File: src/rtl/demux_burst_if.sv
// ----------------------------------------------------------------------------
// demux_burst_if
//   Stream bundle for the 1-to-2 burst demultiplexer. It carries the input
//   element stream and the two registered output lanes. Each of those has a
//   valid/ready handshake. It also carries the lane sign bits.
//
//   Signals
//     in_data/in_valid/in_ready      input element stream
//     out0_data/out0_valid/out0_ready  lane 0 output stream
//     out1_data/out1_valid/out1_ready  lane 1 output stream
//     msb0/msb1                        sign bit of each lane register
//
//   Modports
//     master : the environment side (produces input, consumes lanes)
//     slave  : the demultiplexer side
// ----------------------------------------------------------------------------
interface demux_burst_if #(
    parameter int WIDTH = 24
);
    logic [WIDTH-1:0] in_data;
    logic             in_valid;
    logic             in_ready;
    logic [WIDTH-1:0] out0_data;
    logic             out0_valid;
    logic             out0_ready;
    logic [WIDTH-1:0] out1_data;
    logic             out1_valid;
    logic             out1_ready;
    logic             msb0;
    logic             msb1;

    modport master (
        output in_data, in_valid, out0_ready, out1_ready,
        input  in_ready, out0_data, out0_valid, out1_data, out1_valid,
               msb0, msb1
    );

    modport slave (
        input  in_data, in_valid, out0_ready, out1_ready,
        output in_ready, out0_data, out0_valid, out1_data, out1_valid,
               msb0, msb1
    );
endinterface

File: src/rtl/demux_burst.sv
// ----------------------------------------------------------------------------
// demux_burst
//   Registered 1-to-2 stream demultiplexer. A single WIDTH-bit element stream
//   is steered into one of two output lanes. The lane is chosen either by an
//   explicit select (manual mode) or by alternating every BURST accepted
//   elements (auto mode). Each lane has a 1-deep output register with a
//   valid/ready handshake.
//
//   Ports
//     clk   rising-edge clock
//     rst   asynchronous reset, active-high
//     ce    clock enable for input acceptance and the burst counter
//     mode  0 = manual (lane = sel), 1 = auto burst alternation
//     sel   manual lane select
//     lane  lane that the next accepted element goes to
//     bus   stream bundle (input stream, two output lanes, lane msbs)
// ----------------------------------------------------------------------------
module demux_burst #(
    parameter int WIDTH = 24,
    parameter int BURST = 4,
    parameter int CNT_W = (BURST > 1) ? $clog2(BURST) : 1
) (
    input  logic             clk,
    input  logic             rst,
    input  logic             ce,
    input  logic             mode,
    input  logic             sel,
    output logic             lane,
    demux_burst_if.slave     bus
);

    typedef enum logic {
        LANE0 = 1'b0,
        LANE1 = 1'b1
    } laneState_t;

    localparam logic [CNT_W-1:0] LAST_CNT = CNT_W'(BURST - 1);

    laneState_t       state_q, state_d;
    logic [CNT_W-1:0] burstCnt_q, burstCnt_d;

    logic [WIDTH-1:0] out0Data_q, out0Data_d;
    logic [WIDTH-1:0] out1Data_q, out1Data_d;
    logic             out0Valid_q, out0Valid_d;
    logic             out1Valid_q, out1Valid_d;

    logic             laneSel;
    logic             lane0Free;
    logic             lane1Free;
    logic             accept;
    logic             write0;
    logic             write1;

    // Auto-mode state register. The burst counter and the lane state move
    // together, so they share one register process.
    always_ff @(posedge clk or posedge rst) begin
        if (rst) begin
            state_q    <= LANE0;
            burstCnt_q <= '0;
        end else begin
            state_q    <= state_d;
            burstCnt_q <= burstCnt_d;
        end
    end

    // Next-state logic. Manual mode forces the FSM back to lane 0, count 0.
    // As a result, auto mode always starts a fresh burst. In auto mode only
    // an accepted element advances the count. This means ce=0 or a stalled
    // target lane holds both the count and the lane state.
    always_comb begin
        state_d    = state_q;
        burstCnt_d = burstCnt_q;
        if (!mode) begin
            state_d    = LANE0;
            burstCnt_d = '0;
        end else if (accept) begin
            if (burstCnt_q == LAST_CNT) begin
                burstCnt_d = '0;
                state_d    = (state_q == LANE0) ? LANE1 : LANE0;
            end else begin
                burstCnt_d = burstCnt_q + CNT_W'(1);
            end
        end
    end

    // Output logic of the FSM: the target lane, plus the input handshake
    // that depends on it. A lane counts as free when its register is empty
    // or when it is being drained this cycle. The other lane is never
    // considered, even if it is free.
    always_comb begin
        laneSel      = mode ? (state_q == LANE1) : sel;
        lane0Free    = !out0Valid_q || bus.out0_ready;
        lane1Free    = !out1Valid_q || bus.out1_ready;
        bus.in_ready = ce && (laneSel ? lane1Free : lane0Free);
        accept       = bus.in_valid && bus.in_ready;
        write0       = accept && !laneSel;
        write1       = accept && laneSel;
    end

    // Lane register next values. A write takes priority over a drain, so a
    // simultaneous drain and write keeps valid high with the new element.
    // Draining is independent of ce. Data holds after a drain.
    always_comb begin
        out0Data_d  = write0 ? bus.in_data : out0Data_q;
        out1Data_d  = write1 ? bus.in_data : out1Data_q;
        out0Valid_d = write0 || (out0Valid_q && !bus.out0_ready);
        out1Valid_d = write1 || (out1Valid_q && !bus.out1_ready);
    end

    // Lane output registers. Reset discards any pending element.
    always_ff @(posedge clk or posedge rst) begin
        if (rst) begin
            out0Data_q  <= '0;
            out1Data_q  <= '0;
            out0Valid_q <= 1'b0;
            out1Valid_q <= 1'b0;
        end else begin
            out0Data_q  <= out0Data_d;
            out1Data_q  <= out1Data_d;
            out0Valid_q <= out0Valid_d;
            out1Valid_q <= out1Valid_d;
        end
    end

    assign lane           = laneSel;
    assign bus.out0_data  = out0Data_q;
    assign bus.out1_data  = out1Data_q;
    assign bus.out0_valid = out0Valid_q;
    assign bus.out1_valid = out1Valid_q;
    assign bus.msb0       = out0Data_q[WIDTH-1];
    assign bus.msb1       = out1Data_q[WIDTH-1];

endmodule
File: src/flat_wrapper.sv
// flat-port wrapper written by rule: the top's interface ports become plain ports
module demux_burst_flat 
#(
    parameter int WIDTH = 24,
    parameter int BURST = 4,
    parameter int CNT_W = (BURST > 1) ? $clog2(BURST) : 1
)
  (clk, rst, ce, mode, sel, lane, bus_in_data, bus_in_valid, bus_out0_ready, bus_out1_ready, bus_in_ready, bus_out0_data, bus_out0_valid, bus_out1_data, bus_out1_valid, bus_msb0, bus_msb1);
  demux_burst_if #(.WIDTH(WIDTH)) bus_i ();
  input  logic clk;
  input  logic rst;
  input  logic ce;
  input  logic mode;
  input  logic sel;
  output logic lane;
  input wire logic [$bits(bus_i.in_data)-1:0] bus_in_data;
  input wire logic [$bits(bus_i.in_valid)-1:0] bus_in_valid;
  input wire logic [$bits(bus_i.out0_ready)-1:0] bus_out0_ready;
  input wire logic [$bits(bus_i.out1_ready)-1:0] bus_out1_ready;
  output wire logic [$bits(bus_i.in_ready)-1:0] bus_in_ready;
  output wire logic [$bits(bus_i.out0_data)-1:0] bus_out0_data;
  output wire logic [$bits(bus_i.out0_valid)-1:0] bus_out0_valid;
  output wire logic [$bits(bus_i.out1_data)-1:0] bus_out1_data;
  output wire logic [$bits(bus_i.out1_valid)-1:0] bus_out1_valid;
  output wire logic [$bits(bus_i.msb0)-1:0] bus_msb0;
  output wire logic [$bits(bus_i.msb1)-1:0] bus_msb1;
  assign bus_i.in_data = bus_in_data;
  assign bus_i.in_valid = bus_in_valid;
  assign bus_i.out0_ready = bus_out0_ready;
  assign bus_i.out1_ready = bus_out1_ready;
  assign bus_in_ready = bus_i.in_ready;
  assign bus_out0_data = bus_i.out0_data;
  assign bus_out0_valid = bus_i.out0_valid;
  assign bus_out1_data = bus_i.out1_data;
  assign bus_out1_valid = bus_i.out1_valid;
  assign bus_msb0 = bus_i.msb0;
  assign bus_msb1 = bus_i.msb1;
  demux_burst #(.WIDTH(WIDTH), .BURST(BURST), .CNT_W(CNT_W)) u_core (.clk(clk), .rst(rst), .ce(ce), .mode(mode), .sel(sel), .lane(lane), .bus(bus_i));
endmodule
File: config.mk
export PLATFORM = sky130hd
export DESIGN_NAME = demux_burst_flat
export DESIGN_NICKNAME = d
export VERILOG_FILES = /design/src/rtl/demux_burst_if.sv /design/src/rtl/demux_burst.sv /design/src/flat_wrapper.sv
export SDC_FILE = /design/constraint.sdc
export NUM_CORES = 1
export LEC_CHECK = 0
export CAP_MARGIN = 30
export CORE_ASPECT_RATIO = 1.4
export CORE_MARGIN = 4
export CORE_UTILIZATION = 46
export CTS_BUF_LIST = sky130_fd_sc_hd__clkbuf_4 sky130_fd_sc_hd__clkbuf_8 sky130_fd_sc_hd__clkbuf_16
export DETAILED_ROUTE_END_ITERATION = 12
export GPL_ROUTABILITY_DRIVEN = 0
export PLACE_DENSITY = 0.85
export RECOVER_POWER = 25
export SLEW_MARGIN = 40
export SYNTH_ARGS = -nofsm -noshare
export SYNTH_HDL_FRONTEND = slang
export SYNTH_SLANG_ARGS = --single-unit
File: constraint.sdc
create_clock -name clk -period 4.16 [get_ports clk]
set_clock_uncertainty 0.1 [all_clocks]
set_input_delay 0.624 -clock clk [delete_from_list [all_inputs] [get_ports clk]]
set_output_delay 0.624 -clock clk [all_outputs]
set_load 0.05 [all_outputs]
==> reports/metrics.yaml, run 1 <==
status:
  status: "finished with violations"
  violations: "capacitance limit, slew limit"
detailed_routing:
  dr_total_vias: 1372
  vias_per_cell: 4.848
  drtIter0Drc: 45
  ant_nets: 0
  drc_errors: 0
  dr.pass1.iters: 4
  wirelength_um: 4412
  wire_per_inst_um: 15.59
floorplanning:
  initial_core_util_pct: 47.44
  design.die.area_um2: 5810
  fp.dieW_um: 65.57
  num_io_pins: 86
  core-area_um2: 4499
  die_h_um: 88.60
  rows: 29
synthesis:
  syn_area_um2: 2135
  yosysSeqAreaShare_pct: 62.13
  synth.avg_cell_area_um2: 16.05
  synth_warnings: 0
  syn_nets: 166
  synth-seq-cells: 53
  yosysTopAreaCell: "dfrtp_1"
  synth_top_area_share_pct: 62.13
  synth_area_leaders: "dfrtp_1, mux2_2, mux2_1, mux2_4, buf_6"
  synthDistinctLibCells: 24
  syn-instance-count: 133
grt:
  grt_max_degree: 54
  antenna_found_initial: 0
  first_global_vias: 1522
  grt_usage_pct: 16.15
  grt_pass1_wl_um: 7044
  grt_overflow_total: 0
power:
  ir_drop_v: 0.0004059
  cellPowerDensity_nw_per_um2: 565.4
  p_int_uw: 1035
  seqPwrFrac_pct: 38.4
  p_sw_share_pct: 40.93
  power.share.clock_pct: 16.4
  comb_power_share_pct: 45.2
  netSwitchingPower_uw: 716.9
  power_leakage_uw: 0.001303
clock_tree:
  postCtsSetupRepairBufs: 0
  cts_tree: "yes"
  htreeDepth: 2
  root_buffer: "clkbuf_8"
  cts_hold_buf: 0
  clk_latency_ps: 290
  cts_sinks: 53
  clkTransAtPathRegs_ps: 90
  clk_path_buf_depth: 2
  numCtsBuffers: 5
  post_cts_resized: 0
place:
  dpl.hpwl_um: 3311
  dp_slack_ps: 814.3
  placed_area_um2: 3009
  numPortBuffers: 85
layout:
  fin_nets: 253
  area_delta_synth_final_pct: 45.13
  drive_gt1_share_pct: 22.62
  finalInstanceArea_um2: 3098
  final_cell_mix: "clkdlybuf4s50_1, dfrtp_1, mux2_2"
  fillers: 354
  final_common_cell: "clkdlybuf4s50_1"
  seqCellArea_um2: 1326
  antennaDiodeCount: 0
  multi_input_area_um2: 721.9
sta:
  hold_slack_ps: 390.7
  period_share_pct: 80.19
  finalHoldViolCount: 0
  setup_violations: 0
  report.final.slew_viol_count: 54
  totalNegativeSetupSlack_ps: 0
  rsz0062_at_grt: "false"
  worst_pin_slew_ps: 2234
  slew_headroom_pct: -49.77
  fin_crit_ps: 3336
  fin_ws_ps: 824.3
  fmax_mhz: 299.8
setup_path:
  crit_type: "input pin to output pin"
  r2r_slack_ps: 2160
  cp-startpoint: "mode"
  start_kind: "input pin"
  rr_startpoint: "u_core.state_q$_DFFE_PP0P_"
  cp.required_ps: 3440
  endpoint: "bus_in_ready"
  reg2reg_to: "u_core.bus.out0_data[20]$_DFFE_PP0P_"
  arrival_ps: 2610
  crit_fanout: 6
  endpoint_kind: "output pin"
  worstRegToRegCells: 5
hold_path:
  hold_path.class: "flop to flop"
  hold_start: "u_core.bus.out1_data[22]$_DFFE_PP0P_"
job:
  maxCapViolations: 1
## stage by stage
stage,std cells,util (%),total power [uW]
after global placement,275,66.82,1472
final,283,68.85,1752
after CTS,283,68.88,1772
after floorplan,133,-,1199
after global routing,283,68.85,1829
after detailed placement,275,66.88,1483
## worst min path at each step
stage	depth (start not counted)	end
3_5_place_dp	1	u_core.bus.out1_data[18]$_DFFE_PP0P_
5_1_grt	1	u_core.bus.out1_data[22]$_DFFE_PP0P_
6_report	1	u_core.bus.out1_data[22]$_DFFE_PP0P_
3_3_place_gp	1	u_core.bus.out1_data[18]$_DFFE_PP0P_
2_1_floorplan	2	u_core.burstCnt_q[1]$_DFFE_PP0P_
4_1_cts	1	u_core.bus.out1_data[22]$_DFFE_PP0P_
## Yosys cell counts
cell type / number
buf_12: 1
buf_4: 4
buf_6: 3
dfrtp_1: 53
ha_1: 1
inv_1: 1
inv_2: 1
mux2_1: 16
mux2_2: 27
mux2_4: 5
mux2i_2: 1
nand2_1: 5
nand2b_1: 1
nand3_1: 1
nor2_1: 1
nor2b_1: 1
nor3_4: 1
nor3b_1: 2
o211a_1: 1
o211ai_1: 1
o21ai_0: 2
o221a_2: 1
o31ai_1: 2
or2_2: 1
## power by group through the flow
stage	clock, uW	combinational [uW]	sequential [uW]
3_5_place_dp	0	800	684
3_3_place_gp	0	792	680
4_1_cts	295	802	675
5_1_grt	319	823	688
6_report	287	792	673
2_1_floorplan	0	147	1050
## area by class of cell
type,count,area share (%)
sequential,53,42.81
timing repair buffer,88,28.19
multi-input combinational,70,23.30
tap,62,2.504
clock buffer,6,2.464
clock inverter,2,0.4443
inverter,2,0.2827
## sequential cells by signal (all words and copies together) (netlist names)
name,cells
u_core.burstCnt_q,2
u_core.bus.out0_data,24
u_core.bus.out0_valid,1
u_core.bus.out1_data,24
u_core.bus.out1_valid,1
u_core.state_q,1
## kinds of logic after synthesis
logic type | count (synthesis) | share of synthesized area, %
adder cells (fa/ha/maj) | 1 | 0.5861
AO/OA/AOI/OAI | 7 | 2.520
buffers and inverters | 10 | 4.279
flip-flops | 53 | 62.13
multiplexers | 49 | 26.85
AND/OR/NAND/NOR | 13 | 3.634
## layer usage
layer | part of all wire [%] | track usage [%]
met1 | 36 | 16.81
met2 | 55 | 29.31
met3 | 8.3 | 6.734
met4 | 0.61 | 5.094
met5 | 0 | 0
## critical path, stage by stage
cell	delay, ps
clkdlybuf4s50_1	580
mux2i_2	390
o211a_1	220
clkdlybuf4s50_1	800
No activity file was read; power rests on OpenSTA's default activity.
==> run 2: changes to the inputs <==
- CORE_UTILIZATION: 46 -> 43
- PLACE_DENSITY: 0.85 -> 0.8
- clock period: 4.16 -> 3.29 ns (I/O delays scaled with it)
==> reports/metrics.yaml, run 2 (same netlist as run 1, synthesis figures left out) <==
status:
  status: "completed"
detailed_routing:
  dr.pass1.iters: 4  # unchanged
  dr_total_vias: 1372  # unchanged
  ant_nets: 0  # unchanged
  drc_errors: 0  # unchanged
  drtIter0Drc: 33  # -27%
  vias_per_cell: 4.831  # -0.35%
  wire_per_inst_um: 15.47  # -0.76%
  wirelength_um: 4394  # -0.41%
hold_path:
  hold_start: "u_core.bus.out1_data[1]$_DFFE_PP0P_"
  hold_path.class: "flop to flop"
  min_to: "u_core.bus.out1_data[1]$_DFFE_PP0P_"
  whs_path_depth: 1  # unchanged
sta:
  report.final.slew_viol_count: 0  # -100%
  worst_pin_slew_ps: 1273  # -961.1 ps
  fin_crit_ps: 2872
  period_share_pct: 87.28
  setup_violations: 0  # unchanged
  fmax_mhz: 348.2
  rsz0062_at_grt: "false"
  slew_headroom_pct: 15.12  # +65 points
  totalNegativeSetupSlack_ps: 0  # unchanged
  finalHoldViolCount: 0  # unchanged
place:
  placed_area_um2: 3019  # +0.33%
  numPortBuffers: 85  # unchanged
  dpl.hpwl_um: 3101  # -6.4%
power:
  ir_drop_v: 0.0004991  # +23%
  netSwitchingPower_uw: 897.5  # +25%
  seqPwrFrac_pct: 38.3  # about the same
  p_sw_share_pct: 40.39  # -0.54 points
  power_leakage_uw: 0.001307  # +0.26%
  power.share.clock_pct: 16.6  # +0.2 points
  p_int_uw: 1325  # +28%
  comb_power_share_pct: 45.1  # about the same
  cellPowerDensity_nw_per_um2: 715.3  # +27%
setup_path:
  r2r_slack_ps: 1450  # -710 ps
  cpMostUsedCell: "clkdlybuf4s50_1"
  cp_slowest_cell: "clkdlybuf4s50_1"
  start_kind: "input pin"
  rr_startpoint: "u_core.state_q$_DFFE_PP0P_"
  cp_cell_sequence: "clkdlybuf4s50_1 > mux2i_2 > inv_2 > clkdlybuf4s50_1"
  worstRegToRegCells: 5  # unchanged
  slowest_delay_ps: 720  # -80 ps
  endpoint_kind: "output pin"
  cp.required_ps: 2700  # -740 ps
  reg2reg_to: "u_core.bus.out0_data[5]$_DFFE_PP0P_"
  crit_type: "input pin to output pin"
  crit_fanout: 6  # unchanged
  arrival_ps: 2280  # -330 ps
layout:
  antennaDiodeCount: 0  # unchanged
  final_cell_mix: "clkdlybuf4s50_1, dfrtp_1, mux2_2"
  drive_gt1_share_pct: 22.27  # -0.35 points
  area_delta_synth_final_pct: 45.55
  fillers: 364  # +2.8%
  fin_nets: 253  # unchanged
  seqCellArea_um2: 1326  # unchanged
  multi_input_area_um2: 721.9  # unchanged
  finalInstanceArea_um2: 3107  # +0.28%
  final_common_cell: "clkdlybuf4s50_1"
floorplanning:
  core-area_um2: 4842  # +7.6%
  die_h_um: 91.37  # +3.1%
  design.die.area_um2: 6171  # +6.2%
  rows: 30  # +3.4%
  num_io_pins: 86  # unchanged
  fp.dieW_um: 67.55  # +3.0%
  initial_core_util_pct: 44.08  # -3.4 points
grt:
  grt_pass1_wl_um: 7113  # +0.98%
  antenna_found_initial: 0  # unchanged
  first_global_vias: 1471  # -3.4%
  grt_usage_pct: 15.33  # -0.81 points
  grt_max_degree: 54  # unchanged
  grt_overflow_total: 0  # unchanged
clock_tree:
  root_buffer: "clkbuf_8"
  postCtsSetupRepairBufs: 0  # unchanged
  cts_tree: "yes"
  cts_hold_buf: 0  # unchanged
  htreeDepth: 2  # unchanged
  cts_sinks: 53  # unchanged
  post_cts_resized: 0  # unchanged
  clk_latency_ps: 300  # about the same
  clkTransAtPathRegs_ps: 80  # about the same
  clk_path_buf_depth: 2  # unchanged
  numCtsBuffers: 5  # unchanged
job:
  maxCapViolations: 0  # -1
[run 2: cell count changes in the layout (fill, tap and decap cells not counted)]
| cell | before | now |
|---|---|---|
| buf_12 | 0 | 1 |
| buf_4 | 3 | 2 |
| clkbuf_2 | 0 | 1 |
| clkbuf_8 | 5 | 6 |
| clkdlybuf4s50_1 | 84 | 83 |
| clkinv_1 | 0 | 1 |
| clkinv_2 | 1 | 0 |
| clkinvlp_2 | 1 | 0 |
| inv_6 | 1 | 0 |
[run 2: power by group through the flow]
stage          sequential, uW  combinational (uW)  clock (uW)
2_1_floorplan            1330                 186           0
3_3_place_gp              859                1000           0
3_5_place_dp              865                1010           0
4_1_cts                   854                1010         388
5_1_grt                   870                1040         414
6_report                  852                1000         368
[run 2: worst max path at each step]
stage                     start                             endpoint  slack [ps]  cells after the start
after global placement     mode                                 lane         440                      4
after CTS                  mode                                 lane         400                      4
after global routing       mode                                 lane         340                      4
after detailed placement   mode                                 lane         410                      4
final                      mode                                 lane         420                      4
after floorplan            mode  u_core.bus.out0_data[0]$_DFFE_PP0P_        1300                      6
[run 2: cell type report]
class	count	area share (%)
Sequential cell	53	42.69
Tap cell	64	2.578
Timing Repair Buffer	88	28.35
Clock buffer	7	2.900
Multi-Input combinational cell	70	23.24
Inverter	2	0.2416
[run 2: metal layers]
metal  wire [um]  GRT usage (%)  part of all wire, %
met2        2137          24.86                   49
met3         460          7.054                   10
met1        1735          17.47                   39
met4          61          5.076                  1.4
met5           0              0                    0
[run 2: through the flow]
step,total power [uW],worst slack [ps],hold slack (ps),std cells,utilization [%]
global placement,1863,440.5,368.5,277,62.35
detailed placement,1876,412.7,373.7,277,62.35
finish,2222,418.3,386.2,284,64.16
floorplan,1516,1298,411.8,133,-
global route,2327,342.5,408.4,284,64.16
CTS,2255,402.7,393.5,284,64.21
[run 2: worst max-delay path, delay by kind of cell]
kind | cells | cell delay (ps)
buffers and inverters | 3 | 1400
multiplexers | 1 | 380
